`config.mk`:
```
export PLATFORM = sky130hd
export DESIGN_NAME = frame2axi_stream
export DESIGN_NICKNAME = d
export VERILOG_FILES = /design/src/rtl/frame_pkg.sv /design/src/rtl/axis_skid_buf.sv /design/src/rtl/frame2axi_stream.sv
export SDC_FILE = /design/constraint.sdc
export NUM_CORES = 1
export LEC_CHECK = 0
export ABC_CLOCK_PERIOD_IN_PS = 1650
export BUFFER_PORTS_ARGS = -buffer_cell sky130_fd_sc_hd__buf_2
export CAP_MARGIN = 0
export CELL_PAD_IN_SITES_DETAIL_PLACEMENT = 1
export CELL_PAD_IN_SITES_GLOBAL_PLACEMENT = 1
export CORE_ASPECT_RATIO = 0.7
export CORE_MARGIN = 1
export CORE_UTILIZATION = 33
export DETAILED_ROUTE_END_ITERATION = 7
export PLACE_DENSITY = 0.73
export SLEW_MARGIN = 40
export SYNTH_ARGS = -nofsm -noshare
export SYNTH_HDL_FRONTEND = slang
export SYNTH_HIERARCHICAL = 1
export SYNTH_SLANG_ARGS = --single-unit
```
`constraint.sdc`:
```
create_clock -name clk -period 1.65 [get_ports clk]
set_input_delay 0.2475 -clock clk [delete_from_list [all_inputs] [get_ports clk]]
set_output_delay 0.2475 -clock clk [all_outputs]
set_load 0.05 [all_outputs]
```
`src/rtl/frame_pkg.sv`:
```
// Shared frame-interface definitions: default widths, FSM state encoding and
// the packed beat layout used by frame2axi_stream and axi_stream2frame.
package frame_pkg;

    localparam int FRM_DATA_WIDTH  = 24;
    localparam int FRM_IMG_W_WIDTH = 11;

    typedef logic [0:0] frm_state_t;
    localparam frm_state_t WAIT_SOF = 1'b0;
    localparam frm_state_t IN_FRAME = 1'b1;

    typedef struct packed {
        logic [FRM_DATA_WIDTH-1:0] data;
        logic                      sof;
        logic                      eof;
        logic                      sol;
        logic                      eol;
    } frm_beat_t;

endpackage

```
`src/rtl/axis_skid_buf.sv`:
```
// Generic 2-entry registered valid/ready buffer: an output register plus one
// skid register; s_ready_o is registered and drops only when the skid is full.
module axis_skid_buf #(
    parameter int WIDTH = 8
) (
    input  logic             clk,
    input  logic             rst,
    input  logic             s_valid_i,
    output logic             s_ready_o,
    input  logic [WIDTH-1:0] s_data_i,
    output logic             m_valid_o,
    input  logic             m_ready_i,
    output logic [WIDTH-1:0] m_data_o
);

    logic             out_valid_q, out_valid_d;
    logic [WIDTH-1:0] out_data_q, out_data_d;
    logic             skid_valid_q, skid_valid_d;
    logic [WIDTH-1:0] skid_data_q, skid_data_d;
    logic             ready_q;
    logic             in_fire, out_fire;

    assign in_fire  = s_valid_i & ready_q;
    assign out_fire = out_valid_q & m_ready_i;

    // NOTE: every next-state signal gets its hold value first, so no path leaves it unassigned (no latch).
    always_comb begin
        out_valid_d  = out_valid_q;
        out_data_d   = out_data_q;
        skid_valid_d = skid_valid_q;
        skid_data_d  = skid_data_q;
        if (out_fire) begin
            out_valid_d  = skid_valid_q;
            skid_valid_d = 1'b0;
            if (skid_valid_q) begin
                out_data_d = skid_data_q;
            end
        end
        // ready_q guarantees the skid is empty whenever a beat is accepted
        if (in_fire) begin
            if (!out_valid_q || out_fire) begin
                out_valid_d = 1'b1;
                out_data_d  = s_data_i;
            end else begin
                skid_valid_d = 1'b1;
                skid_data_d  = s_data_i;
            end
        end
    end

    // NOTE: payload registers are reset as well, because the outputs must read zero out of reset.
    always_ff @(posedge clk) begin
        if (rst) begin
            out_valid_q  <= 1'b0;
            out_data_q   <= '0;
            skid_valid_q <= 1'b0;
            skid_data_q  <= '0;
            ready_q      <= 1'b0;
        end else begin
            out_valid_q  <= out_valid_d;
            out_data_q   <= out_data_d;
            skid_valid_q <= skid_valid_d;
            skid_data_q  <= skid_data_d;
            ready_q      <= ~skid_valid_d;
        end
    end

    assign s_ready_o = ready_q;
    assign m_valid_o = out_valid_q;
    assign m_data_o  = out_data_q;

endmodule

```
`src/rtl/frame2axi_stream.sv`:
```
// Frame interface (val/rdy + sof/eof/sol/eol) to AXI4-Stream video master.
// Optional line-length checking is built when FRAME2AXIS_LEN_CHECK_EN is defined.
module frame2axi_stream
    import frame_pkg::*;
#(
    parameter int DATA_WIDTH  = FRM_DATA_WIDTH,
    parameter int IMG_W_WIDTH = FRM_IMG_W_WIDTH
) (
    input  logic                   clk,
    input  logic                   rst,
    input  logic [IMG_W_WIDTH-1:0] cfg_img_w,
    input  logic                   s_frm_val,
    output logic                   s_frm_rdy,
    input  logic [DATA_WIDTH-1:0]  s_frm_data,
    input  logic                   s_frm_sof,
    input  logic                   s_frm_eof,
    input  logic                   s_frm_sol,
    input  logic                   s_frm_eol,
    output logic [DATA_WIDTH-1:0]  m_axi_stream_tdata,
    output logic                   m_axi_stream_tvalid,
    input  logic                   m_axi_stream_tready,
    output logic                   m_axi_stream_tuser,
    output logic                   m_axi_stream_tlast,
    output logic                   frm_done,
    input  logic                   err_clr,
    output logic                   err_line_len,
    output logic                   err_sof
);

    localparam int PAYLOAD_W = DATA_WIDTH + 3;

    logic                 beat_acc, beat_fwd, fwd_fire;
    logic                 force_last, len_err;
    logic [PAYLOAD_W-1:0] buf_din, buf_dout;
    logic                 out_eof;
    frm_state_t           state_q, state_d;
    logic                 err_sof_q, err_sof_d;
    logic                 unused_inputs;

    assign beat_acc = s_frm_val & s_frm_rdy;
    assign beat_fwd = (state_q == IN_FRAME) | s_frm_sof;
    assign fwd_fire = beat_acc & beat_fwd;

    // Payload carries the beat's eof separately so a forced tlast never fakes frm_done
    assign buf_din = {s_frm_eof, s_frm_sof, s_frm_eol | s_frm_eof | force_last, s_frm_data};

    axis_skid_buf #(
        .WIDTH(PAYLOAD_W)
    ) u_skid (
        .clk       (clk),
        .rst       (rst),
        .s_valid_i (s_frm_val & beat_fwd),
        .s_ready_o (s_frm_rdy),
        .s_data_i  (buf_din),
        .m_valid_o (m_axi_stream_tvalid),
        .m_ready_i (m_axi_stream_tready),
        .m_data_o  (buf_dout)
    );

    assign {out_eof, m_axi_stream_tuser, m_axi_stream_tlast, m_axi_stream_tdata} = buf_dout;
    assign frm_done = m_axi_stream_tvalid & m_axi_stream_tready & out_eof;

    always_comb begin
        state_d   = state_q;
        err_sof_d = err_sof_q & ~err_clr;
        if (fwd_fire) begin
            state_d = s_frm_eof ? WAIT_SOF : IN_FRAME;
        end
        if (beat_acc && s_frm_sof && state_q == IN_FRAME) begin
            err_sof_d = 1'b1;
        end
    end

    always_ff @(posedge clk) begin
        if (rst) begin
            state_q   <= WAIT_SOF;
            err_sof_q <= 1'b0;
        end else begin
            state_q   <= state_d;
            err_sof_q <= err_sof_d;
        end
    end

    assign err_sof = err_sof_q;

`ifdef FRAME2AXIS_LEN_CHECK_EN
    localparam logic [IMG_W_WIDTH-1:0] ONE = {{(IMG_W_WIDTH-1){1'b0}}, 1'b1};

    logic [IMG_W_WIDTH-1:0] img_w_q, img_w_d;
    logic [IMG_W_WIDTH-1:0] pix_cnt_q, pix_cnt_d;
    logic [IMG_W_WIDTH-1:0] eff_w, eff_idx;
    logic                   len_on, at_last;
    logic                   err_len_q, err_len_d;

    // A sof beat is pixel 0 of a fresh line measured against the freshly sampled width
    assign eff_w      = s_frm_sof ? cfg_img_w : img_w_q;
    assign eff_idx    = s_frm_sof ? '0 : pix_cnt_q;
    assign len_on     = (eff_w != '0);
    assign at_last    = len_on && (eff_idx == eff_w - ONE);
    assign force_last = at_last & ~s_frm_eol;
    assign len_err    = fwd_fire & len_on & (s_frm_eol ^ at_last);

    always_comb begin
        img_w_d   = img_w_q;
        pix_cnt_d = pix_cnt_q;
        err_len_d = len_err | (err_len_q & ~err_clr);
        if (fwd_fire) begin
            pix_cnt_d = (s_frm_eol | s_frm_eof | force_last) ? '0 : eff_idx + ONE;
            if (s_frm_sof) begin
                img_w_d = cfg_img_w;
            end
        end
    end

    always_ff @(posedge clk) begin
        if (rst) begin
            img_w_q   <= '0;
            pix_cnt_q <= '0;
            err_len_q <= 1'b0;
        end else begin
            img_w_q   <= img_w_d;
            pix_cnt_q <= pix_cnt_d;
            err_len_q <= err_len_d;
        end
    end

    assign err_line_len  = err_len_q;
    assign unused_inputs = s_frm_sol;
`else
    assign force_last    = 1'b0;
    assign len_err       = 1'b0;
    assign err_line_len  = 1'b0;
    assign unused_inputs = ^{cfg_img_w, s_frm_sol, len_err};
`endif

endmodule

```
==> qor.yml, run 1 <==
clocking:
  cts-root-buf: "clkbuf_8"
  cts_setup_buffers: 0
  cts_resized: 0
  ctsHtreeMaxLevel: 3
  cts_sinks: 59
  hold_buffers: 0
  cts_tree: "done"
  cts-buffers-inserted: 9
  clk_pin_slew_worst_paths_ns: 0.07
  clk_latency_ns: 0.33
  clock_path_buffers: 2
layout:
  final_area_sq_um: 3166
  drive_above_1_share_pct: 32.24
  final_util_pct: 43.06
  nets: 405
  antennaDiodeCount: 0
  area_growth_pct: 25.68
  filler_cell_count: 917
global_route:
  grt_max_degree: 27
  grt_use_met2_pct: 31.67
  grt_pass1_vias: 2289
  grt.total_usage_pct: 19.57
  antenna_found_initial: 0
  grt.overflow.total: 0
  grt-busiest-layer: "met2"
  grt_pass1_wl_mm: 11.72
  grtUsageMet1_pct: 25.53
  met3_usage_pct: 5.108
outcome:
  status: "complete, no violations"
logic_synthesis:
  syn_inst: 298
  ys_seq_elements: 59
  ys_seq_area_share_pct: 46.90
  yosysUniqueCellTypes: 27
  netlist_area_sq_um: 2519
  ys_warn_count: 6
  synth_nets: 342
  syn-mean-instance-area_sq_um: 8.452
timing:
  finalCritPeriodShare_pct: 92.93
  hold_viol_final: 0
  finalWorstSetupSlack_ns: 0.1166
  timing.setup.tns_ns: 0
  rsz0062_at_grt: "false"
  fmaxAchievable_mhz: 652.1
  post-route-min-period_ns: 1.533
  setup_viol: 0
  slew_viol_final: 0
  holdWs_ns: 0.1623
  clock_skew_ns: 0.004717
die:
  die_w_um: 106.4
  io_pins: 75
  die_area_sq_um: 7992
  row_count: 26
  die_h_um: 75.10
  initial_utilization_pct: 34.26
  core_area_sq_um: 7352
min_path:
  whs_path_depth: 3
  holdPathEnd: "u_skid/skid_data_q[19]$_SDFFE_PP0P_"
  hold_path.startpoint: "s_frm_data[19]"
  min_path_type: "in2reg"
route:
  routed_wl_mm: 7.287
  avgViaCountPerCell: 5.101
  ant_nets: 0
  post-route-drc-count: 0
  vias: 2367
  post_drt_wl_per_cell_um: 15.70
  dr.pass1.iters: 4
  drt_iter0_markers: 92
worst_setup_path:
  start_kind: "flop"
  endpoint_kind: "flop"
  arrival_ns: 1.80
  crit_fanout: 9
  r2r-end: "u_skid/skid_data_q[1]$_SDFFE_PP0P_"
  critical_path_class: "reg2reg"
  critPathRequiredTime_ns: 1.91
  slowest_stage: "and4b_1"
  crit_family: "simple AND/OR/NAND/NOR gates"
  crit_buf_inv: 1
  r2r_slack_ns: 0.12
  r2r-start: "state_q$_SDFFE_PP0P_"
  critPathMaxStageDelay_ns: 0.43
  reg2reg_depth: 5
  cp_cell_sequence: "o21a_1 -> and4b_1 -> buf_4 -> nand2_1 -> a21oi_1"
job:
  maxCapViolations: 0
placed_design:
  hpwl_mm: 5.027
  dpl_cell_area_sq_um: 2953
  preCtsSetupSlack_ns: 0.1227
  gp_congestion: 0.7487
  port_buffers: 61
pwr:
  ir_drop_mv: 0.4186
  p_per_area_nw_per_um2: 1042
  power.leakage_uw: 0.001197
==> power breakdown <==
part,internal [uW],total [uW],leakage (uW),switching [uW]
sequential,1470,1500,0.000480,26.2
combinational,124,416,0.000609,292
clock,815,1390,0.000108,570
total,2410,3300,0.00120,888
==> flip-flops by register name, indices dropped and copies added, names as in the netlist <==
register	count
err_sof	1
state_q	1
u_skid/m_data_o	27
u_skid/m_valid_o	1
u_skid/s_ready_o	1
u_skid/skid_data_q	27
u_skid/skid_valid_q	1
==> worst register-to-register path: stages, from the launching register on <==
cell and delay, ns:
dfxtp_1 0.35, o21a_1 0.23, and4b_1 0.43, buf_4 0.24, nand2_1 0.07, a21oi_1 0.14
==> cell usage after synthesis (all sizes together) <==
cell | count | area, sq um
o21ai | 1 | 5.000
o21a | 1 | 7.510
clkbuf | 12 | 45.04
nand3 | 1 | 5.000
nand4 | 1 | 6.260
dfxtp | 59 | 1181
or2 | 2 | 12.52
buf | 15 | 110.1
inv | 1 | 3.750
nor2b | 2 | 20.02
a31oi | 2 | 12.51
and3 | 2 | 12.51
nand2b | 1 | 6.260
a21oi | 30 | 150.1
nand2 | 109 | 409.1
a311oi | 28 | 370.4
nand4b | 1 | 8.760
conb | 1 | 3.750
nor2 | 1 | 3.750
and4b | 1 | 10.01
nor3 | 27 | 135.1
==> area by class of cell <==
cell class	count	area, sq um	area share (%)
inverter	1	3.754	0.1186
sequential	59	1182	37.35
tap	98	122.6	3.874
multi-input combinational	211	1179	37.23
timing repair buffer	79	465.4	14.70
clock buffer	12	165.2	5.217
clock inverter	4	47.55	1.502
==> metal layers <==
metal / vias to the layer above / routed length [um]
met2: 52 / 3305
met5: - / 0
li1: 1156 / -
met4: 0 / 92
met1: 1150 / 3606
met3: 9 / 283
==> placed cells by master (no fill, tap or decap), types with 8 or more instances in the layout <==
master / n
nand2_1: 109
nor3_1: 27
a311oi_1: 8
a311oi_2: 20
dfxtp_1: 58
clkbuf_8: 12
a21oi_1: 30
buf_2: 61
buf_4: 16
==> kinds of logic after synthesis <==
family | count (synthesis) | share of synthesized area, %
buffers and inverters | 28 | 6.308
other | 1 | 0.1489
AND/OR/NAND/NOR | 148 | 24.99
AO/OA/AOI/OAI | 62 | 21.66
flip-flops | 59 | 46.90
==> through the flow <==
stage               total power, uW  instances
floorplan                      1812        298
global placement               1936        448
detailed placement             1945        448
CTS                            3351        464
global route                   3437        464
finish                         3297        464
==> how the worst max path moves through the flow <==
stage	slack (ns)	cells past startpoint	startpoint	end
4_1_cts	0.10	5	state_q$_SDFFE_PP0P_	u_skid/skid_data_q[1]$_SDFFE_PP0P_
6_report	0.12	5	state_q$_SDFFE_PP0P_	u_skid/skid_data_q[1]$_SDFFE_PP0P_
5_1_grt	0.01	5	state_q$_SDFFE_PP0P_	u_skid/m_data_o[10]$_SDFF_PP0_
3_3_place_gp	0.21	6	s_frm_val	u_skid/m_data_o[8]$_SDFF_PP0_
2_1_floorplan	0.04	5	u_skid/s_ready_o$_SDFF_PP0_	u_skid/m_data_o[0]$_SDFF_PP0_
3_5_place_dp	0.12	6	s_frm_sof	u_skid/skid_data_q[20]$_SDFFE_PP0P_
Power figures use the tool's default switching activity.
==> run 2: changes to the inputs <==
--- a/config.mk
+++ b/config.mk
@@ -7,14 +7,15 @@
 export LEC_CHECK = 0
 export ABC_CLOCK_PERIOD_IN_PS = 1650
 export BUFFER_PORTS_ARGS = -buffer_cell sky130_fd_sc_hd__buf_2
-export CAP_MARGIN = 0
+export CAP_MARGIN = 20
 export CELL_PAD_IN_SITES_DETAIL_PLACEMENT = 1
 export CELL_PAD_IN_SITES_GLOBAL_PLACEMENT = 1
 export CORE_ASPECT_RATIO = 0.7
 export CORE_MARGIN = 1
-export CORE_UTILIZATION = 33
+export CORE_UTILIZATION = 35
+export CTS_BUF_LIST = sky130_fd_sc_hd__clkbuf_2 sky130_fd_sc_hd__clkbuf_4 sky130_fd_sc_hd__clkbuf_8
 export DETAILED_ROUTE_END_ITERATION = 7
-export PLACE_DENSITY = 0.73
+export PLACE_DENSITY = 0.77
 export SLEW_MARGIN = 40
 export SYNTH_ARGS = -nofsm -noshare
 export SYNTH_HDL_FRONTEND = slang
==> qor.yml, run 2 (synthesis gave the netlist of run 1 again) <==
worst_setup_path:
  arrival_ns: 1.71  # -0.09 ns
  critical_path_class: "reg2reg"
  r2r_slack_ns: 0.18  # +0.07 ns
  start_kind: "flop"
  endpoint_kind: "flop"
  critPathRequiredTime_ns: 1.89  # -0.02 ns
  reg2reg_depth: 5  # unchanged
  crit_fanout: 14  # +5
layout:
  area_growth_pct: 22.55
  final_area_sq_um: 3087  # -2.5%
  drive_above_1_share_pct: 31.49  # -0.75 points
  final_cell_mix: "nand2_1, buf_2, dfxtp_1, a21oi_1, nor3_1"
  filler_cell_count: 871  # -5.0%
  final_common_cell: "nand2_1"
  antennaDiodeCount: 0  # unchanged
  nets: 401  # -0.99%
placed_design:
  hpwl_mm: 4.745  # -5.6%
  dpl_cell_area_sq_um: 2918  # -1.2%
  gp_congestion: 0.6798  # -9.2%
  port_buffers: 61  # unchanged
  preCtsSetupSlack_ns: 0.1274  # +0.004685 ns
die:
  core_area_sq_um: 6850  # -6.8%
  row_count: 25  # -3.8%
  die_h_um: 72.98  # -2.8%
  io_pins: 75  # unchanged
  initial_utilization_pct: 36.77  # +2.5 points
  die_area_sq_um: 7545  # -5.6%
  die_w_um: 103.4  # -2.8%
clocking:
  cts_tree: "done"
  cts-root-buf: "clkbuf_8"
  cts_resized: 0  # unchanged
  clock_path_buffers: 2  # unchanged
  cts_sinks: 59  # unchanged
  cts_setup_buffers: 0  # unchanged
  ctsHtreeMaxLevel: 3  # unchanged
  hold_buffers: 0  # unchanged
  clk_pin_slew_worst_paths_ns: 0.06  # about the same
  cts-buffers-inserted: 9  # unchanged
  clk_latency_ns: 0.33  # about the same
timing:
  setup_viol: 0  # unchanged
  clock_skew_ns: 0.008209  # +0.003492 ns
  rsz0062_at_grt: "false"
  holdWs_ns: 0.1654  # +0.003143 ns
  slew_viol_final: 0  # unchanged
  finalCritPeriodShare_pct: 88.84  # -4.1 points
  fmaxAchievable_mhz: 682.2  # +4.6%
  hold_viol_final: 0  # unchanged
  timing.setup.tns_ns: 0  # unchanged
  finalWorstSetupSlack_ns: 0.1841  # +0.06755 ns
  post-route-min-period_ns: 1.466  # -0.06755 ns
pwr:
  power.leakage_uw: 0.001159  # -3.2%
  power_uw: 3054  # -7.4%
  ir_drop_mv: 0.3946  # -5.7%
  p_per_area_nw_per_um2: 989.4  # -5.0%
route:
  ant_nets: 0  # unchanged
  routed_wl_mm: 7.163  # -1.7%
  dr.pass1.iters: 4  # unchanged
  post_drt_wl_per_cell_um: 15.71  # about the same
  drt_iter0_markers: 91  # -1.1%
  post-route-drc-count: 0  # unchanged
  avgViaCountPerCell: 5.158  # +1.1%
  vias: 2352  # -0.63%
job:
  maxCapViolations: 0  # unchanged
min_path:
  min_path_type: "in2reg"
  whs_path_depth: 3  # unchanged
global_route:
  antenna_found_initial: 0  # unchanged
  grt_pass1_vias: 2396  # +4.7%
  grt_max_degree: 60  # +120%
  grt.overflow.total: 0  # unchanged
  grt.total_usage_pct: 20.63  # +1.1 points
  grt_pass1_wl_mm: 11.59  # -1.2%
outcome:
  status: "complete, no violations"
run 2: where the power goes:
group | switching, uW | leakage [uW] | internal (uW)
sequential | 27.3 | 0.000480 | 1470
clock | 542 | 0.0000948 | 605
combinational | 290 | 0.000584 | 119
total | 860 | 0.00116 | 2190
run 2: worst paths after layout:
kind / start / to
worst max-delay path: state_q$_SDFFE_PP0P_ / u_skid/m_data_o[8]$_SDFF_PP0_
worst min-delay path: s_frm_data[9] / u_skid/skid_data_q[9]$_SDFFE_PP0P_
worst max register to register: state_q$_SDFFE_PP0P_ / u_skid/m_data_o[8]$_SDFF_PP0_
worst min register to register: u_skid/skid_data_q[9]$_SDFFE_PP0P_ / u_skid/skid_data_q[9]$_SDFFE_PP0P_
run 2: per-layer routing:
metal	vias up	wire length, um	track usage, %
li1	1146	-	-
met2	63	3384	34.36
met5	-	0	0
met4	0	48	7.042
met1	1137	3371	26.02
met3	6	357	5.172
run 2: layout make-up:
class / instances / area [sq um] / area share (%)
clock inverters: 3 / 15.01 / 0.4864
repair buffers: 75 / 435.4 / 14.11
flip-flops and latches: 59 / 1182 / 38.31
inverters: 1 / 3.754 / 0.1216
multi-input cells: 211 / 1179 / 38.18
clock buffers: 13 / 153.9 / 4.986
well taps: 94 / 117.6 / 3.810
run 2: stage by stage:
stage,instances,util [%]
after detailed placement,440,42.59
after floorplan,298,-
final,456,45.06
after global placement,440,42.59
after global routing,456,45.06
after CTS,456,45.06
run 2: worst max-delay path, stage by stage (launching register included):
cell,delay (ns)
dfxtp_1,0.35
o21a_1,0.19
nand2_1,0.10
or2_1,0.25
buf_4,0.22
a311oi_1,0.27
==> run 3: changes to the inputs <==
--- a/config.mk
+++ b/config.mk
@@ -16,8 +16,10 @@
 export CTS_BUF_LIST = sky130_fd_sc_hd__clkbuf_2 sky130_fd_sc_hd__clkbuf_4 sky130_fd_sc_hd__clkbuf_8
 export DETAILED_ROUTE_END_ITERATION = 7
 export PLACE_DENSITY = 0.77
+export RECOVER_POWER = 50
 export SLEW_MARGIN = 40
 export SYNTH_ARGS = -nofsm -noshare
 export SYNTH_HDL_FRONTEND = slang
 export SYNTH_HIERARCHICAL = 1
 export SYNTH_SLANG_ARGS = --single-unit
+export TNS_END_PERCENT = 20
==> qor.yml, run 3 (synthesis gave the netlist of run 1 again) <==
clocking:
  cts_sinks: 59  # unchanged
  clock_path_buffers: 2  # unchanged
  cts_setup_buffers: 0  # unchanged
  cts-root-buf: "clkbuf_8"
  cts_tree: "done"
  cts_resized: 0  # unchanged
  clk_pin_slew_worst_paths_ns: 0.06  # about the same
  cts-buffers-inserted: 9  # unchanged
  ctsHtreeMaxLevel: 3  # unchanged
  clk_latency_ns: 0.33  # about the same
  hold_buffers: 0  # unchanged
global_route:
  grt_pass1_vias: 2396  # unchanged
  antenna_found_initial: 0  # unchanged
  grt_max_degree: 60  # unchanged
  grt.total_usage_pct: 20.63  # unchanged
  grt_pass1_wl_mm: 11.59  # unchanged
  grt.overflow.total: 0  # unchanged
worst_setup_path:
  start_kind: "flop"
  crit_family: "compound AO/OA/AOI/OAI gates"
  critical_path_class: "reg2reg"
  reg2reg_depth: 5  # unchanged
  crit_cells: 5  # unchanged
  slowest_stage: "dfxtp_1"
  cp_cell_sequence: "o21a_1 -> nand2_1 -> or2_0 -> clkbuf_4 -> a311oi_2"
  critPathRequiredTime_ns: 1.89  # about the same
  arrival_ns: 1.73  # +0.02 ns
  critPathMaxStageDelay_ns: 0.35  # about the same
  r2r_slack_ns: 0.16  # -0.03 ns
  crit_fanout: 13  # -1
  endpoint_kind: "flop"
  crit_buf_inv: 1  # unchanged
placed_design:
  dpl_cell_area_sq_um: 2918  # unchanged
  gp_congestion: 0.6798  # unchanged
  dp_cells: 440  # unchanged
  hpwl_mm: 4.745  # unchanged
  port_buffers: 61  # unchanged
die:
  die_area_sq_um: 7545  # unchanged
  initial_utilization_pct: 36.77  # unchanged
  core_area_sq_um: 6850  # unchanged
  io_pins: 75  # unchanged
  row_count: 25  # unchanged
  die_h_um: 72.98  # unchanged
  die_w_um: 103.4  # unchanged
route:
  drt_iter0_markers: 87  # -4.4%
  post-route-drc-count: 0  # unchanged
  routed_wl_mm: 7.123  # -0.56%
  avgViaCountPerCell: 5.197  # +0.77%
  dr.pass1.iters: 4  # unchanged
  ant_nets: 0  # unchanged
  vias: 2370  # +0.77%
  post_drt_wl_per_cell_um: 15.62  # -0.56%
timing:
  worst_slew_pin_slew_ns: 0.6405
  fmaxAchievable_mhz: 670.1  # -1.8%
  hold_viol_final: 0  # unchanged
  clock_skew_ns: 0.008155  # -0.00005407 ns
  slew_headroom_pct: 57.48
  setup_viol: 0  # unchanged
  rsz0062_at_grt: "false"
  finalCritPeriodShare_pct: 90.44  # +1.6 points
  slew_viol_final: 0  # unchanged
  post-route-min-period_ns: 1.492  # +0.02634 ns
  timing.setup.tns_ns: 0  # unchanged
outcome:
  status: "complete, no violations"
layout:
  antennaDiodeCount: 0  # unchanged
  final_area_sq_um: 3049  # -1.2%
  final_cell_mix: "nand2_1, dfxtp_1, buf_2, a21oi_1, clkbuf_1"
  area_growth_pct: 21.06
  regArea_sq_um: 1182  # unchanged
  filler_cell_count: 871  # unchanged
  final_common_cell: "nand2_1"
  drive_above_1_share_pct: 23.76  # -7.7 points
  multi_input_area_sq_um: 1179  # unchanged
  instances_no_fill: 456  # unchanged
  final_util_pct: 44.51  # -0.55 points
  nets: 401  # unchanged
pwr:
  p_per_area_nw_per_um2: 998.0  # +0.87%
  p_int_uw: 2182  # -0.55%
  ir_drop_mv: 0.3980  # +0.85%
  pwr-share-comb_pct: 13.0  # -0.4 points
  p_sw_uw: 860.8  # +0.12%
  power_frac_seq_pct: 49.3  # +0.3 points
  power.leakage_uw: 0.001044  # -10%
  swShare_pct: 28.29  # +0.14 points
  clkPwrFrac_pct: 37.7  # about the same
min_path:
  whs_path_depth: 3  # unchanged
  min_path_type: "in2reg"
job:
  maxCapViolations: 0  # unchanged
[run 3: path summary, 6_finish.rpt]
path	from	end
setup reg to reg	state_q$_SDFFE_PP0P_	u_skid/m_data_o[21]$_SDFF_PP0_
setup / recovery	state_q$_SDFFE_PP0P_	u_skid/m_data_o[21]$_SDFF_PP0_
hold reg to reg	u_skid/skid_data_q[9]$_SDFFE_PP0P_	u_skid/skid_data_q[9]$_SDFFE_PP0P_
hold / removal	s_frm_data[9]	u_skid/skid_data_q[9]$_SDFFE_PP0P_
[run 3: final cells by class]
type,instances,area share (%)
clock buffer,13,5.047
clock inverter,3,0.4924
inverter,1,0.1231
multi-input combinational,211,38.65
sequential,59,38.78
tap,94,3.857
timing repair buffer,75,13.05
[run 3: per-layer routing]
metal	vias up	global-route usage, %	wire, um
met5	-	0	0
met4	0	7.042	54
met3	6	5.172	358
met2	63	34.36	3347
met1	1153	26.02	3363
li1	1148	-	-
[run 3: power groups by stage]
stage | registers (uW) | logic, uW | clock network (uW)
after floorplan | 1660 | 147 | 0
after global placement | 1530 | 404 | 0
after detailed placement | 1530 | 411 | 0
after CTS | 1500 | 412 | 1200
after global routing | 1500 | 426 | 1250
final | 1500 | 397 | 1150
[run 3: metrics by stage]
step / setup WS, ns / total power [uW] / hold slack, ns
floorplan: 0.03641 / 1812 / 0.3166
global placement: 0.1999 / 1931 / 0.4422
global route: 0.06309 / 3181 / 0.1559
CTS: 0.1614 / 3105 / 0.1418
detailed placement: 0.1274 / 1940 / 0.4481
finish: 0.1578 / 3043 / 0.1639
[run 3: worst reg2reg max path: stages (launching register included)]
cell and delay (ns):
dfxtp_1 0.35, o21a_1 0.19, nand2_1 0.10, or2_0 0.25, clkbuf_4 0.26, a311oi_2 0.26
